## src/rtl/rmii_transmitter_if.sv

```systemverilog
// Byte-stream handshake and RMII transmit pins of one transmitter instance.
interface rmii_transmitter_if;
    logic [8:0] transmit_data;
    logic       transmit_data_enable;
    logic       transmit_data_ready;
    logic [1:0] rmii_transmit_data;
    logic       rmii_transmit_data_valid;
    logic       transmit_busy;
    logic       transmit_underrun;

    // Upstream byte source (and pin observer).
    modport master (
        output transmit_data,
        output transmit_data_enable,
        input  transmit_data_ready,
        input  rmii_transmit_data,
        input  rmii_transmit_data_valid,
        input  transmit_busy,
        input  transmit_underrun
    );

    // The transmitter itself.
    modport slave (
        input  transmit_data,
        input  transmit_data_enable,
        output transmit_data_ready,
        output rmii_transmit_data,
        output rmii_transmit_data_valid,
        output transmit_busy,
        output transmit_underrun
    );
endinterface

```

## src/rtl/rmii_transmitter.sv

```systemverilog
// RMII transmit path: frames a 9-bit byte stream as preamble/SFD/payload/pad/FCS dibits
// and enforces the interframe gap.
module rmii_transmitter #(
    parameter int unsigned PREAMBLE_BYTES       = 7,
    parameter int unsigned MINIMUM_FRAME_BYTES  = 60,
    parameter int unsigned INTERFRAME_GAP_BYTES = 12,
    parameter bit          APPEND_FCS           = 1'b1
) (
    input logic             clock,
    input logic             reset_n,
    rmii_transmitter_if.slave tx_if
);

    localparam logic [2:0] StIdle     = 3'd0;
    localparam logic [2:0] StPreamble = 3'd1;
    localparam logic [2:0] StSfd      = 3'd2;
    localparam logic [2:0] StPayload  = 3'd3;
    localparam logic [2:0] StPad      = 3'd4;
    localparam logic [2:0] StFcs      = 3'd5;
    localparam logic [2:0] StGap      = 3'd6;

    localparam logic [7:0]  PreLast = 8'(PREAMBLE_BYTES - 1);
    localparam logic [7:0]  GapLast = 8'(INTERFRAME_GAP_BYTES - 1);
    localparam logic [15:0] MinLen  = 16'(MINIMUM_FRAME_BYTES);
    localparam logic [2:0]  GapTarget  = (INTERFRAME_GAP_BYTES == 0) ? StIdle : StGap;
    localparam logic [2:0]  BodyTarget = APPEND_FCS ? StFcs : GapTarget;

    logic [2:0]  state_q, state_d;
    logic [1:0]  dibit_q, dibit_d;
    logic [7:0]  cnt_q, cnt_d;
    logic [15:0] len_q, len_d;
    logic [7:0]  data_q, data_d;
    logic        last_q, last_d;
    logic [31:0] crc_q, crc_d;
    logic        underrun_q, underrun_d;
    logic        alive_q;

    logic        ready, handshake, byte_end, tx_en;
    logic [7:0]  cur_byte;
    logic [31:0] fcs_word;
    logic [15:0] len_inc;

    // Reflected CRC-32 (0xEDB88320) folded over one byte.
    function automatic logic [31:0] crc32_byte(input logic [31:0] crc, input logic [7:0] din);
        logic [31:0] c;
        c = crc ^ {24'h0, din};
        for (int i = 0; i < 8; i++) begin
            c = c[0] ? ((c >> 1) ^ 32'hEDB88320) : (c >> 1);
        end
        return c;
    endfunction

    assign byte_end  = (dibit_q == 2'd3);
    assign len_inc   = (len_q == 16'hFFFF) ? len_q : len_q + 16'd1;
    assign fcs_word  = ~crc_q;
    assign tx_en     = (state_q == StPreamble) || (state_q == StSfd) || (state_q == StPayload) ||
                       (state_q == StPad) || (state_q == StFcs);
    // alive_q keeps ready low while reset is asserted even though the state is IDLE.
    assign ready     = alive_q && ((state_q == StIdle) ||
                                   ((state_q == StPayload) && !last_q && byte_end));
    assign handshake = ready && tx_if.transmit_data_enable;

    // Byte currently on the wire, chosen by state.
    always_comb begin
        cur_byte = 8'h00;
        unique case (state_q)
            StPreamble: cur_byte = 8'h55;
            StSfd:      cur_byte = 8'hD5;
            StPayload:  cur_byte = data_q;
            StFcs:      cur_byte = fcs_word[{cnt_q[1:0], 3'b000} +: 8];
            default:    cur_byte = 8'h00;
        endcase
    end

    assign tx_if.transmit_data_ready      = ready;
    assign tx_if.rmii_transmit_data       = tx_en ? cur_byte[{dibit_q, 1'b0} +: 2] : 2'b00;
    assign tx_if.rmii_transmit_data_valid = tx_en;
    assign tx_if.transmit_busy            = (state_q != StIdle);
    assign tx_if.transmit_underrun        = underrun_q;

    // Next-state logic; every transition outside IDLE happens on the last dibit of a byte.
    always_comb begin
        state_d    = state_q;
        dibit_d    = (state_q == StIdle) ? 2'd0 : dibit_q + 2'd1;
        cnt_d      = cnt_q;
        len_d      = len_q;
        data_d     = data_q;
        last_d     = last_q;
        crc_d      = crc_q;
        underrun_d = 1'b0;
        unique case (state_q)
            StIdle: begin
                if (handshake) begin
                    data_d  = tx_if.transmit_data[7:0];
                    last_d  = tx_if.transmit_data[8];
                    crc_d   = 32'hFFFFFFFF;
                    len_d   = 16'd0;
                    cnt_d   = 8'd0;
                    state_d = (PREAMBLE_BYTES == 0) ? StSfd : StPreamble;
                end
            end
            StPreamble: begin
                if (byte_end) begin
                    if (cnt_q == PreLast) begin
                        cnt_d   = 8'd0;
                        state_d = StSfd;
                    end else begin
                        cnt_d = cnt_q + 8'd1;
                    end
                end
            end
            StSfd: begin
                if (byte_end) state_d = StPayload;
            end
            StPayload: begin
                if (byte_end) begin
                    crc_d = crc32_byte(crc_q, data_q);
                    len_d = len_inc;
                    if (last_q) begin
                        state_d = (len_inc < MinLen) ? StPad : BodyTarget;
                    end else if (handshake) begin
                        data_d = tx_if.transmit_data[7:0];
                        last_d = tx_if.transmit_data[8];
                    end else begin
                        // Upstream starved us: cut the frame short, no FCS.
                        state_d    = GapTarget;
                        underrun_d = 1'b1;
                    end
                end
            end
            StPad: begin
                if (byte_end) begin
                    crc_d = crc32_byte(crc_q, 8'h00);
                    len_d = len_inc;
                    if (len_inc >= MinLen) state_d = BodyTarget;
                end
            end
            StFcs: begin
                if (byte_end) begin
                    if (cnt_q == 8'd3) begin
                        cnt_d   = 8'd0;
                        state_d = GapTarget;
                    end else begin
                        cnt_d = cnt_q + 8'd1;
                    end
                end
            end
            StGap: begin
                if (byte_end) begin
                    if (cnt_q == GapLast) begin
                        cnt_d   = 8'd0;
                        state_d = StIdle;
                    end else begin
                        cnt_d = cnt_q + 8'd1;
                    end
                end
            end
            default: state_d = StIdle;
        endcase
    end

    // State registers with asynchronous reset.
    always_ff @(posedge clock or negedge reset_n) begin
        if (!reset_n) begin
            state_q    <= StIdle;
            dibit_q    <= 2'd0;
            cnt_q      <= 8'd0;
            len_q      <= 16'd0;
            data_q     <= 8'h00;
            last_q     <= 1'b0;
            crc_q      <= 32'hFFFFFFFF;
            underrun_q <= 1'b0;
            alive_q    <= 1'b0;
        end else begin
            state_q    <= state_d;
            dibit_q    <= dibit_d;
            cnt_q      <= cnt_d;
            len_q      <= len_d;
            data_q     <= data_d;
            last_q     <= last_d;
            crc_q      <= crc_d;
            underrun_q <= underrun_d;
            alive_q    <= 1'b1;
        end
    end

endmodule
```

## src/flat_wrapper.sv

```systemverilog
// flat-port wrapper written by rule: the top's interface ports become plain ports
module rmii_transmitter_flat 
#(
    parameter int unsigned PREAMBLE_BYTES       = 7,
    parameter int unsigned MINIMUM_FRAME_BYTES  = 60,
    parameter int unsigned INTERFRAME_GAP_BYTES = 12,
    parameter bit          APPEND_FCS           = 1'b1
)
  (clock, reset_n, tx_if_transmit_data, tx_if_transmit_data_enable, tx_if_transmit_data_ready, tx_if_rmii_transmit_data, tx_if_rmii_transmit_data_valid, tx_if_transmit_busy, tx_if_transmit_underrun);
  rmii_transmitter_if tx_if_i ();
  input logic clock;
  input logic reset_n;
  input wire logic [$bits(tx_if_i.transmit_data)-1:0] tx_if_transmit_data;
  input wire logic [$bits(tx_if_i.transmit_data_enable)-1:0] tx_if_transmit_data_enable;
  output wire logic [$bits(tx_if_i.transmit_data_ready)-1:0] tx_if_transmit_data_ready;
  output wire logic [$bits(tx_if_i.rmii_transmit_data)-1:0] tx_if_rmii_transmit_data;
  output wire logic [$bits(tx_if_i.rmii_transmit_data_valid)-1:0] tx_if_rmii_transmit_data_valid;
  output wire logic [$bits(tx_if_i.transmit_busy)-1:0] tx_if_transmit_busy;
  output wire logic [$bits(tx_if_i.transmit_underrun)-1:0] tx_if_transmit_underrun;
  assign tx_if_i.transmit_data = tx_if_transmit_data;
  assign tx_if_i.transmit_data_enable = tx_if_transmit_data_enable;
  assign tx_if_transmit_data_ready = tx_if_i.transmit_data_ready;
  assign tx_if_rmii_transmit_data = tx_if_i.rmii_transmit_data;
  assign tx_if_rmii_transmit_data_valid = tx_if_i.rmii_transmit_data_valid;
  assign tx_if_transmit_busy = tx_if_i.transmit_busy;
  assign tx_if_transmit_underrun = tx_if_i.transmit_underrun;
  rmii_transmitter #(.PREAMBLE_BYTES(PREAMBLE_BYTES), .MINIMUM_FRAME_BYTES(MINIMUM_FRAME_BYTES), .INTERFRAME_GAP_BYTES(INTERFRAME_GAP_BYTES), .APPEND_FCS(APPEND_FCS)) u_core (.clock(clock), .reset_n(reset_n), .tx_if(tx_if_i));
endmodule
```

## config.mk

```make
export PLATFORM = sky130hd
export DESIGN_NAME = rmii_transmitter_flat
export DESIGN_NICKNAME = d
export VERILOG_FILES = /design/src/rtl/rmii_transmitter_if.sv /design/src/rtl/rmii_transmitter.sv /design/src/flat_wrapper.sv
export SDC_FILE = /design/constraint.sdc
export NUM_CORES = 1
export LEC_CHECK = 0
export ABC_AREA = 1
export CAP_MARGIN = 10
export CORE_ASPECT_RATIO = 1.5
export CORE_UTILIZATION = 60
export CTS_CLUSTER_SIZE = 16
export DETAILED_ROUTE_END_ITERATION = 10
export PLACE_DENSITY = 0.78
export SLEW_MARGIN = 10
export SYNTH_ARGS = -nofsm -noshare
export SYNTH_HDL_FRONTEND = slang
export SYNTH_SLANG_ARGS = --single-unit
```

## constraint.sdc

```tcl
create_clock -name clock -period 4.81 [get_ports clock]
set_input_delay 0.962 -clock clock [delete_from_list [all_inputs] [get_ports clock]]
set_output_delay 0.962 -clock clock [all_outputs]
set_load 0.02 [all_outputs]
```

==> metrics.cfg <==
[run_status]
outcome=completed

[cts]
cts_sinks=72
cts_made_buffers=9
cts_resized=0
ctsHoldBuffers=0
cts_setup_buffers=0
clkTransAtPathRegs_ps=60
cts_tree=yes
root_buffer=clkbuf_16
cts-htree-levels=3
cts_buffer_depth=2
insertion_delay_ps=350

[worst_setup_path]
cp.arrival_ps=2990
cp-end-kind=output port
worst-setup-path-type=reg -> out
cp.required_ps=3850
crit_path_start_kind=flop
path_max_fanout=20

[placement]
place_congestion=0.952
dp_hpwl_microns=12300
port_buffers=17

[global_routing]
grt_pass1_vias=5552
grt_pass1_wl_microns=28100
antenna_found_initial=0
grt_max_degree=73
grt_usage=0.340
grt_overflow_total=0

[cells_and_area]
drive_gt1_frac=0.113
nets=886
regArea_sq_um=1840
antenna_cells=0
multi_input_area_sq_um=3730
fill_cells=847
syn2layout_area_growth_pct=8.07

[yosys]
synth_edf_count=0
ys.flop_type=dfrtp_1
async_flop_share=1.00
yosysTopAreaCellShare=0.163
synth_area_leaders=dfrtp_1, dfstp_2, nand2_1
synth.avg_cell_area_sq_um=7.06
yosysSeqAreaShare=0.301
ys_ff_latch=72
synth.largest_area_cell=dfrtp_1
synth_warnings=0
syn-instance-count=867
syn_area_sq_um=6120
syn_nets=883
ys_types=51

[power]
p_switching_mw=0.298
fin_total_pwr_mw=1.37
p_leak_nw=3.18
clkPwrFrac=0.541
peakVddDrop_v=0.000166
internal_power_mw=1.07
seq_power_share=0.444
power_density_nw_per_um2=207
swShare=0.218
comb_power_share=0.015

[sta]
setup_tns_ps=0
tightest_slew_ps=948
hold_viol=0
rsz0062_at_grt=no
min_period_ps=3960
finalClockSkew_ps=11.0
period_share=0.823
slew_headroom=0.368
fmax_ghz=0.253
finalSetupViolations=0
slew_viol_final=0

[worst_hold_path]
hold_class=reg -> reg

[detailed_routing]
dr.pass1.iters=7
ant_nets=0
drc=0
vias=5818
viasPerCell=5.88
drt_iter0_markers=445
post_drt_wl_per_cell_microns=17.2
routed_wl_microns=17000

[floorplanning]
die_w_microns=84.5
rows=44
die-area_sq_um=10600
core_area_sq_um=9800
die_h_microns=126
initial_core_util=0.625
io_pins=18

[run]
cap_violations=0

[layout make-up]
type,instances,area share
sequential,72,0.278
inverter,104,0.0590
clock buffer,10,0.0346
multi-input combinational,663,0.564
tap,115,0.0217
timing repair buffer,20,0.0287
clock inverter,6,0.0140
[metrics by stage]
stage	instance area (sq um)	setup slack [ps]	std cells	util	hold WS (ps)
5_1_grt	6620	535	990	0.675	562
2_1_floorplan	6120	2080	867	-	459
6_report	6620	854	990	0.675	540
3_3_place_gp	6300	1390	974	0.643	510
3_5_place_dp	6300	1310	974	0.643	521
4_1_cts	6620	917	990	0.675	535
[placed cells by master, fill, tap and decap left out, types with 4 or more instances in the layout]
cell type / Yosys / final
nand2_1: 207 / 207
inv_1: 92 / 92
nor2_1: 91 / 91
xor2_1: 71 / 71
nand3_1: 60 / 60
o21ai_0: 58 / 58
dfrtp_1: 40 / 40
a21oi_1: 35 / 35
dfstp_2: 32 / 32
xnor2_1: 27 / 27
clkdlybuf4s50_1: 0 / 16
o22ai_1: 11 / 11
inv_2: 10 / 10
nand4_1: 9 / 9
nor3_1: 9 / 9
a32oi_1: 9 / 9
clkbuf_16: 0 / 9
nand2_2: 8 / 8
or2_2: 8 / 8
o21ai_1: 6 / 6
a31oi_1: 6 / 6
o211ai_1: 5 / 5
xnor2_2: 4 / 4
ha_1: 4 / 4
buf_4: 7 / 4
[logic make-up (layout without fill, tap and decap cells)]
| group | count (synthesis) | in the layout | share of synthesized area |
|---|---|---|---|
| adders and majority gates | 4 | 4 | 0.00817 |
| muxes | 1 | 1 | 0.00184 |
| other | 1 | 1 | 0.000612 |
| AOI/OAI and AO/OA | 141 | 141 | 0.132 |
| DFF | 72 | 72 | 0.301 |
| buffers and inverters | 132 | 140 | 0.0901 |
| xor gates and xnor gates | 109 | 109 | 0.179 |
| and+or+nand+nor | 407 | 407 | 0.288 |
[worst max-delay path, cell delays in order (launching register included)]
cell             delay [ps]
dfrtp_1                 690
clkinv_1                530
o21ai_0                 300
nand3_1                  90
o211ai_1                100
o21ai_0                 100
o21ai_0                 190
clkdlybuf4s50_1         640
[final timing paths]
| path | from | to | slack, ps | depth (start not counted) |
|---|---|---|---|---|
| max | u_core.cnt_q[0] | tx_if_rmii_transmit_data[1] | 850 | 7 |
| max in group asynchronous | reset_n | u_core.data_q[5] | 3430 | 1 |
| min reg2reg | u_core.crc_q[11] | u_core.crc_q[11] | 540 | 2 |
| min in group asynchronous | reset_n | u_core.len_q[12] | 740 | 1 |
| min | u_core.crc_q[11] | u_core.crc_q[11] | 540 | 2 |
| max reg2reg | u_core.state_q[0] | u_core.crc_q[24] | 1620 | 11 |
[state kept, by name (all words and copies together), names as in the netlist]
name / count
u_core.crc_q: 32
u_core.len_q: 16
u_core.cnt_q: 8
u_core.data_q: 8
u_core.state_q: 3
u_core.dibit_q: 2
u_core.alive_q: 1
u_core.last_q: 1
u_core.tx_if.transmit_underrun: 1
[synthesized netlist by cell type, types with 2 or more instances]
cell / number
xnor2_1: 27
inv_2: 10
clkbuf_1: 8
xor2_4: 2
dfstp_2: 32
nor3_1: 9
o2111ai_1: 3
clkinv_1: 2
buf_6: 3
buf_4: 7
and2_1: 2
o22ai_1: 11
buf_2: 5
dfrtp_1: 40
xnor2_4: 3
nor2_2: 3
a31oi_1: 6
xor2_2: 2
a21o_1: 2
nand3_1: 60
nand2_4: 2
ha_1: 4
o21ai_1: 6
nand3b_1: 2
o21ai_0: 58
o211ai_1: 5
a21oi_1: 35
inv_1: 92
nand2_1: 207
nand2_2: 8
nor2_1: 91
nand4_1: 9
or2_2: 8
xnor2_2: 4
buf_1: 4
xor2_1: 71
or2_1: 2
a32oi_1: 9
[metal layers]
layer | track usage | up-vias | routed length (microns)
li1 | - | 2794 | -
met1 | 0.415 | 2687 | 6730
met2 | 0.565 | 270 | 8180
met3 | 0.0577 | 67 | 1280
met4 | 0.194 | 0 | 806
met5 | 0 | - | 0
[power groups by stage]
stage          registers [mW]  clock network [mW]  logic (mW)
6_report                0.608               0.742      0.0206
5_1_grt                 0.608               0.772      0.0241
4_1_cts                 0.608               0.747      0.0217
3_5_place_dp            0.618                   0      0.0216
3_3_place_gp            0.618                   0      0.0215
2_1_floorplan           0.618                   0    0.000128
No activity file was read; power rests on OpenSTA's default activity.
